## src/rtl/fic_clk_pkg.sv

```systemverilog
// Shared definitions for the clock/reset sequencer: state encoding,
// status field widths and the saturating event-counter helper.
package fic_clk_pkg;

  localparam int STATE_W = 3;
  localparam int LLC_W   = 8;

  typedef enum logic [STATE_W-1:0] {
    ST_IDLE       = 3'd0,
    ST_WAIT_LOCK  = 3'd1,
    ST_WAIT_MSS   = 3'd2,
    ST_REL_FABRIC = 3'd3,
    ST_RUN        = 3'd4,
    ST_LOCK_LOST  = 3'd5
  } state_t;

  // Increment that sticks at all-ones so the status register never wraps.
  function automatic logic [LLC_W-1:0] sat_inc(input logic [LLC_W-1:0] v);
    return (v == '1) ? v : v + LLC_W'(1);
  endfunction

endpackage

```

## src/rtl/fic_sync2.sv

```systemverilog
// Two-flop synchroniser with asynchronous active-low reset to a
// selectable value. Used for the reset release and the async status inputs.
module fic_sync2 #(
  parameter logic RST_VAL = 1'b0
) (
  input  logic i_clk,
  input  logic i_rst_n,
  input  logic i_d,
  output logic o_q
);

  logic r_meta;
  logic r_sync;

  // Two-stage capture of the asynchronous input into the i_clk domain.
  always_ff @(posedge i_clk or negedge i_rst_n) begin
    if (!i_rst_n) begin
      r_meta <= RST_VAL;
      r_sync <= RST_VAL;
    end else begin
      r_meta <= i_d;
      r_sync <= r_meta;
    end
  end

  assign o_q = r_sync;

endmodule

```

## src/rtl/fic_clk_reset_seq.sv

```systemverilog
// Clock/reset sequencer: qualifies CCC lock and MSS ready, then releases
// the fabric reset followed by the FIC reset after a fixed delay. Lock loss
// or a soft request re-runs the sequence; status goes to the FIC registers.
module fic_clk_reset_seq
  import fic_clk_pkg::*;
#(
  parameter int LOCK_STABLE_CYCLES = 1024,
  parameter int MSS_TIMEOUT_CYCLES = 50000,
  parameter int FIC_DELAY_CYCLES   = 16,
  parameter int CNT_W              = 16
) (
  input  logic               CLK,
  input  logic               RESET_N,
  input  logic               CCC_LOCK,
  input  logic               MSS_READY,
  input  logic               SOFT_RESET,
  output logic               FABRIC_RESET_N,
  output logic               FIC_RESET_N,
  output logic               TIMEOUT,
  output logic [STATE_W-1:0] STATE,
  output logic [LLC_W-1:0]   LOCK_LOSS_CNT
);

  localparam logic [CNT_W-1:0] LOCK_LD = CNT_W'(LOCK_STABLE_CYCLES - 1);
  localparam logic [CNT_W-1:0] MSS_LD  = CNT_W'(MSS_TIMEOUT_CYCLES - 1);
  localparam logic [CNT_W-1:0] FIC_LD  = CNT_W'(FIC_DELAY_CYCLES - 1);

  logic w_rst_n;
  logic w_lock_s;
  logic w_ready_s;
  logic w_cnt_zero;

  state_t           r_state;
  logic [CNT_W-1:0] r_cnt;
  logic             r_fab_n;
  logic             r_fic_n;
  logic             r_timeout;
  logic [LLC_W-1:0] r_llc;

  // Reset asserts asynchronously through the synchroniser's own reset,
  // but its release reaches the FSM two clock edges later.
  fic_sync2 #(.RST_VAL(1'b0)) u_rst_sync (
    .i_clk   (CLK),
    .i_rst_n (RESET_N),
    .i_d     (1'b1),
    .o_q     (w_rst_n)
  );

  fic_sync2 #(.RST_VAL(1'b0)) u_lock_sync (
    .i_clk   (CLK),
    .i_rst_n (RESET_N),
    .i_d     (CCC_LOCK),
    .o_q     (w_lock_s)
  );

  fic_sync2 #(.RST_VAL(1'b0)) u_ready_sync (
    .i_clk   (CLK),
    .i_rst_n (RESET_N),
    .i_d     (MSS_READY),
    .o_q     (w_ready_s)
  );

  assign w_cnt_zero = (r_cnt == '0);

  // Sequencer FSM with the shared down-counter and registered outputs.
  always_ff @(posedge CLK or negedge w_rst_n) begin
    if (!w_rst_n) begin
      r_state   <= ST_IDLE;
      r_cnt     <= '0;
      r_fab_n   <= 1'b0;
      r_fic_n   <= 1'b0;
      r_timeout <= 1'b0;
      r_llc     <= '0;
    end else if (SOFT_RESET && (r_state != ST_IDLE)) begin
      // Soft request outranks lock loss and is not counted as one.
      r_state   <= ST_IDLE;
      r_fab_n   <= 1'b0;
      r_fic_n   <= 1'b0;
      r_timeout <= 1'b0;
    end else begin
      case (r_state)
        ST_IDLE: begin
          r_state <= ST_WAIT_LOCK;
          r_cnt   <= LOCK_LD;
          r_fab_n <= 1'b0;
          r_fic_n <= 1'b0;
        end
        ST_WAIT_LOCK: begin
          if (!w_lock_s) begin
            r_cnt <= LOCK_LD;
          end else if (w_cnt_zero) begin
            r_state <= ST_WAIT_MSS;
            r_cnt   <= MSS_LD;
          end else begin
            r_cnt <= r_cnt - CNT_W'(1);
          end
        end
        ST_WAIT_MSS: begin
          if (!w_lock_s) begin
            r_state <= ST_LOCK_LOST;
            r_fab_n <= 1'b0;
            r_fic_n <= 1'b0;
            r_llc   <= sat_inc(r_llc);
          end else if (w_ready_s) begin
            r_state <= ST_REL_FABRIC;
            r_cnt   <= FIC_LD;
            r_fab_n <= 1'b1;
          end else if (w_cnt_zero) begin
            // Timed out: flag it, hold the counter, keep honouring ready.
            r_timeout <= 1'b1;
          end else begin
            r_cnt <= r_cnt - CNT_W'(1);
          end
        end
        ST_REL_FABRIC: begin
          if (!w_lock_s) begin
            r_state <= ST_LOCK_LOST;
            r_fab_n <= 1'b0;
            r_fic_n <= 1'b0;
            r_llc   <= sat_inc(r_llc);
          end else if (w_cnt_zero) begin
            r_state <= ST_RUN;
            r_fic_n <= 1'b1;
          end else begin
            r_cnt <= r_cnt - CNT_W'(1);
          end
        end
        ST_RUN: begin
          if (!w_lock_s) begin
            r_state <= ST_LOCK_LOST;
            r_fab_n <= 1'b0;
            r_fic_n <= 1'b0;
            r_llc   <= sat_inc(r_llc);
          end
        end
        ST_LOCK_LOST: begin
          r_state <= ST_WAIT_LOCK;
          r_cnt   <= LOCK_LD;
        end
        default: begin
          r_state <= ST_IDLE;
          r_fab_n <= 1'b0;
          r_fic_n <= 1'b0;
        end
      endcase
    end
  end

  assign FABRIC_RESET_N = r_fab_n;
  assign FIC_RESET_N    = r_fic_n;
  assign TIMEOUT        = r_timeout;
  assign STATE          = r_state;
  assign LOCK_LOSS_CNT  = r_llc;

endmodule

```

## config.mk

```make
export PLATFORM = sky130hd
export DESIGN_NAME = fic_clk_reset_seq
export DESIGN_NICKNAME = d
export VERILOG_FILES = /design/src/rtl/fic_clk_pkg.sv /design/src/rtl/fic_sync2.sv /design/src/rtl/fic_clk_reset_seq.sv
export SDC_FILE = /design/constraint.sdc
export NUM_CORES = 1
export LEC_CHECK = 0
export CORE_MARGIN = 2
export CORE_UTILIZATION = 45
export DETAILED_ROUTE_END_ITERATION = 8
export PLACE_DENSITY = 0.75
export SLEW_MARGIN = 20
export SYNTH_ARGS = -nofsm -noshare
export SYNTH_HDL_FRONTEND = slang
export SYNTH_HIERARCHICAL = 1
export SYNTH_SLANG_ARGS = --single-unit
```

## constraint.sdc

```tcl
create_clock -name CLK -period 1.09 [get_ports CLK]
set_input_delay 0.1635 -clock CLK [delete_from_list [all_inputs] [get_ports CLK]]
set_output_delay 0.1635 -clock CLK [all_outputs]
set_load 0.02 [all_outputs]
```

== Word level (Yosys, flattened, before mapping) ==
Index checks and enable logic that the tools add are counted.

* Add/subtract/negate cells: 2
* Reductions and logical operators: 19
* Bitwise operators: 3
* Equality and inequality tests: 17
* Multiplexer cells: 29

{| class="wikitable"
|+ Operators with widths
! operator !! number
|-
| $mux W16 || 6
|-
| $pmux W16 S4 || 1
|-
| $mux W3 || 8
|-
| $logic_not A16 Y1 || 1
|-
| $sub A16 B1 Y16 const B || 1
|-
| $pmux W3 S5 || 1
|-
| $ne A3 B3 Y1 const B || 4
|-
| $reduce_and A4 Y1 || 3
|-
| $mux W1 || 11
|-
| $add A8 B1 Y8 const B || 1
|-
| $eq A8 B8 Y1 const B || 1
|-
| $reduce_or A2 Y1 || 4
|-
| $eq A3 B2 Y1 const B || 2
|-
| $eq A3 B3 Y1 const B || 2
|-
| $ne A2 B1 Y1 const B || 3
|-
| $pmux W1 S3 || 2
|-
| $reduce_and A3 Y1 || 2
|-
| $reduce_bool A2 Y1 || 3
|-
| $reduce_and A5 Y1 || 1
|-
| $ne A4 B3 Y1 const B || 1
|-
| $ne A4 B4 Y1 const B || 1
|-
| $reduce_bool A4 Y1 || 1
|-
| $eq A3 B1 Y1 const B || 1
|-
| $logic_not A3 Y1 || 1
|-
| 6 further kinds || 8
|}

* Flip-flop bits (word level): 36
* Output and inout bits: 14
* Input port bits: 5
* Logic and storage cells: 82

== Logic depth before layout (Yosys ltp) ==
* Depth in word-level cells: 6
* Gate-level depth with buffers: 9
* Mapped depth without buffers: 9

== Hierarchy ==
Netlist, hierarchy kept.

{| class="wikitable"
|+ Modules (own cells, without submodules)
! module !! instances !! seq. area each (µm²) !! cells an instance !! area each (µm²)
|-
| fic_clk_reset_seq || 1 || 750.7 || 240 || 2004.4
|-
| fic_sync2 || 3 || 50.0 || 2 || 50.0
|}

== Worst setup path after synthesis ==
OpenSTA, ideal clock, no wires.

* Path type: register to register
* Start point: register r_cnt[4]
* End point: register r_cnt[0]
* Setup time: 0.139 ns
* Arrival time: 2.264 ns
* Slack: -1.313 ns
* Data required time: 0.951 ns
* Period minus slack after synthesis: 2.403 ns
* Buffers on the path: 1
* Cell stages (with the launch flop): 8
* Path through: dfrtp_1 > or3_1 > clkbuf_1 > or2_2 > or4_1 > ha_1 > o311ai_0 > o21ai_0

* Word-level cells in the longest chain between the ends: 5
* Elaborated cells on any way between the ends: 8
* Classes of those cells: mux (7); reduce/logical (1)

{| class="wikitable"
|+ RTL lines
! item !! RTL line !! text
|-
| from (decl) || fic_clk_reset_seq.sv:34 || <nowiki>logic [CNT_W-1:0] r_cnt;</nowiki>
|-
| from (signal assigned) || fic_clk_reset_seq.sv:95 || <nowiki>r_cnt <= r_cnt - CNT_W'(1);</nowiki>
|-
| from (signal assigned) || fic_clk_reset_seq.sv:112 || <nowiki>r_cnt <= r_cnt - CNT_W'(1);</nowiki>
|-
| from (signal assigned) || fic_clk_reset_seq.sv:125 || <nowiki>r_cnt <= r_cnt - CNT_W'(1);</nowiki>
|-
| $logic_not A16 Y1 (*) || fic_clk_reset_seq.sv:63 || <nowiki>assign w_cnt_zero = (r_cnt == '0);</nowiki>
|-
| $mux W16 (3 in series) || n/a ||
|-
| $pmux W16 S4 (*) || fic_clk_reset_seq.sv:81 || <nowiki>case (r_state)</nowiki>
|}

Every way passes the cells marked *; elsewhere a longest branch is shown, timed or not. The select of a mux whose other input is x is not followed.
A chain may end at the register's enable or synchronous reset.

== Worst setup path after layout ==
Ends and elaborated chain as after synthesis.

==> impl_metrics.ini <==
[outcome]
status = finished, violations left
violations = negative setup slack

[sta]
fin_crit_sh_pct = 201.8
finalMaxSlewViolations = 0
post-route-min-period_ns = 2.199
hold_viol = 0
max_slew_margin_pct = 59.20
setup_viol_count_final = 40
worstMarginPinSlew_ns = 0.6120
skew_ns = 0.009469
rsz0062_at_grt = true
holdWs_ns = 0.09439
fmax_ghz = 0.4547
fin_ws_ns = -1.109

[cells_and_area]
syn2layout_area_growth_pct = 82.58
largest_reg_flops = 16
diodes = 0
nNetsFinal = 383
drive_above_1_share_pct = 53.99
final_cells = 430
stdcell_area_mm2 = 0.003934
largest_register = r_cnt
final_util_pct = 84.40
fill_cells = 234

[synthesis]
synth_flop_cell = dfrtp_1
ys_top_cells_by_area = dfrtp_1 (42%), a21oi_1 (4.4%), nand2_1 (3.5%)
syn_avg_cell_area_um2 = 8.758
netlist_area_mm2 = 0.002155
async_flop_share_pct = 100.0
yosysMostFrequentCell = dfrtp_1
synthCells = 246
synth_area_leader_cell = dfrtp_1
ys_warn_count = 6
synth_common_cells = dfrtp_1 (36), nand2_1 (20), a21oi_1 (19), nor2_1 (17)
ys_ff_latch = 36
synth_top_area_share_pct = 41.81
syn_nets = 254
ys_seq_area_share_pct = 41.81
ys_types = 51
synth_edf_count = 0

[cts]
cts_buffer_depth = 2
cts_tree = yes
cts.sinks = 36
cts-root-buf = clkbuf_8
cts.htree.levels = 2
clk_latency_ns = 0.30
clk_pin_slew_worst_paths_ns = 0.08
numCtsBuffers = 5

[pwr]
ir_worst_vdd_uv = 1792
p_leak_uw = 0.001780
p_total_uw = 9461
power_density_mw_per_mm2 = 2405

[global_routing]
grtUsageTotal_pct = 31.72
grt-ovfl-total = 0
grt_pass1_vias = 2629
grt_pass1_wl_mm = 12.70
antenna_found_initial = 0
grt_max_degree = 31

[place]
placed_cell_area_mm2 = 0.003107
dp_hpwl_mm = 4.767
place_inst = 395
numPortBuffers = 18
gp_congestion = 0.9087

[detailed_routing]
viasPerCell = 6.412
dr.pass1.iters = 5
drt.antenna.violating_nets = 0
drc = 0
drt-total-wl_mm = 9.725
vias = 2757
avgRoutedWirePerCell_um = 22.62
drt_iter0_markers = 246

[floorplanning]
row_count = 25
num_io_pins = 19
die_y_um = 73.20
initial_core_util_pct = 46.23
dieArea_mm2 = 0.005358
die_w_um = 73.20
fp.coreArea_mm2 = 0.004661

[critical_path]
reg2reg_slack_ns = -1.11
critical_path_class = flip-flop to flip-flop
cp_max_fo = 5
cp.required_ns = 1.27
critPathCaptureType = flip-flop
reg2reg_from = r_cnt[4]
critPathLaunchType = flip-flop
arrival_ns = 2.38
reg2reg_depth = 6
r2r-end = r_cnt[0]

[run]
drv_cap = 0

[min_path]
hold_path_class = input pin to async pin
==> critical path, stage by stage (launching register included) <==
cell and delay [ns]:
dfrtp_1 0.39, or3_4 0.42, or2_4 0.24, or4_4 0.43, ha_4 0.23, o311ai_2 0.25
o21ai_1 0.12
==> per-layer routing <==
layer	global-route usage [%]	wire length (um)
met1	35.41	3472
met4	16.05	662
met5	0	0
met3	6.492	732
met2	56.56	4858
==> worst max path at each step <==
stage / depth (start not counted) / slack [ns] / end / from
floorplan: 7 / -1.13 / r_cnt[0] / r_cnt[4]
global placement: 6 / -1.10 / r_cnt[0] / r_cnt[8]
detailed placement: 6 / -1.12 / r_cnt[0] / r_cnt[8]
CTS: 7 / -1.06 / r_cnt[8] / r_cnt[7]
global route: 6 / -1.16 / r_cnt[0] / r_cnt[4]
finish: 6 / -1.11 / r_cnt[0] / r_cnt[4]
==> layout make-up <==
cell class,count,area (um^2),area share (%)
multi-input combinational,188,1577,40.08
timing repair buffer,136,1196,30.41
sequential,36,904.6,23.00
clock inverter,3,90.09,2.290
clock buffer,5,68.82,1.749
tap,54,67.56,1.718
inverter,8,30.03,0.7634
==> what timing repair did <==
| action | 4_1_cts | 5_1_grt |
|---|---|---|
| gates cloned | 0 | 1 |
| endpoints found under the setup margin | 44 | 41 |
| buffers inserted | 18 | 15 |
| hold buffers | 0 | 0 |
| gates resized for setup | 143 | 42 |
| pin swaps | 23 | 30 |
==> where the power goes <==
group          switching [uW]  internal [uW]
logic                    3130           2780
registers                 247           1600
clock network             559           1150
total                    3930           5530
==> cells by family (layout without fill, tap and decap cells) <==
| group | count (synthesis) | after routing | share of synthesized area [%] |
|---|---|---|---|
| xor+xnor | 10 | 10 | 4.065 |
| compound gates | 72 | 72 | 22.88 |
| simple gates | 102 | 102 | 25.38 |
| buf+inv | 22 | 152 | 3.949 |
| flops | 36 | 36 | 41.81 |
| fa+ha+maj | 3 | 3 | 1.742 |
| other cells | 1 | 1 | 0.1740 |
==> placed cells by master (no fill, tap or decap), types with 4 or more instances in the layout <==
master and instances:
a21oi_1 12, buf_4 82, o211ai_1 4, clkbuf_8 5
clkdlybuf4s50_1 4, nor3_1 6, or3_1 5, o21ai_1 4
buf_6 44, nor2_1 15, buf_2 5, o21ai_0 5
nand2b_1 9, dfrtp_1 33, inv_1 7, nand2_1 16
xnor2_1 4, a21oi_2 6, xor2_1 5, nand3_1 8
==> per-stage QoR <==
stage / TNS (ns) / setup WS, ns
2_1_floorplan: -23.11 / -1.131
3_3_place_gp: -26.00 / -1.101
3_5_place_dp: -27.11 / -1.124
4_1_cts: -23.99 / -1.057
5_1_grt: -27.93 / -1.164
6_report: -26.43 / -1.109
No activity file was read; power rests on OpenSTA's default activity.
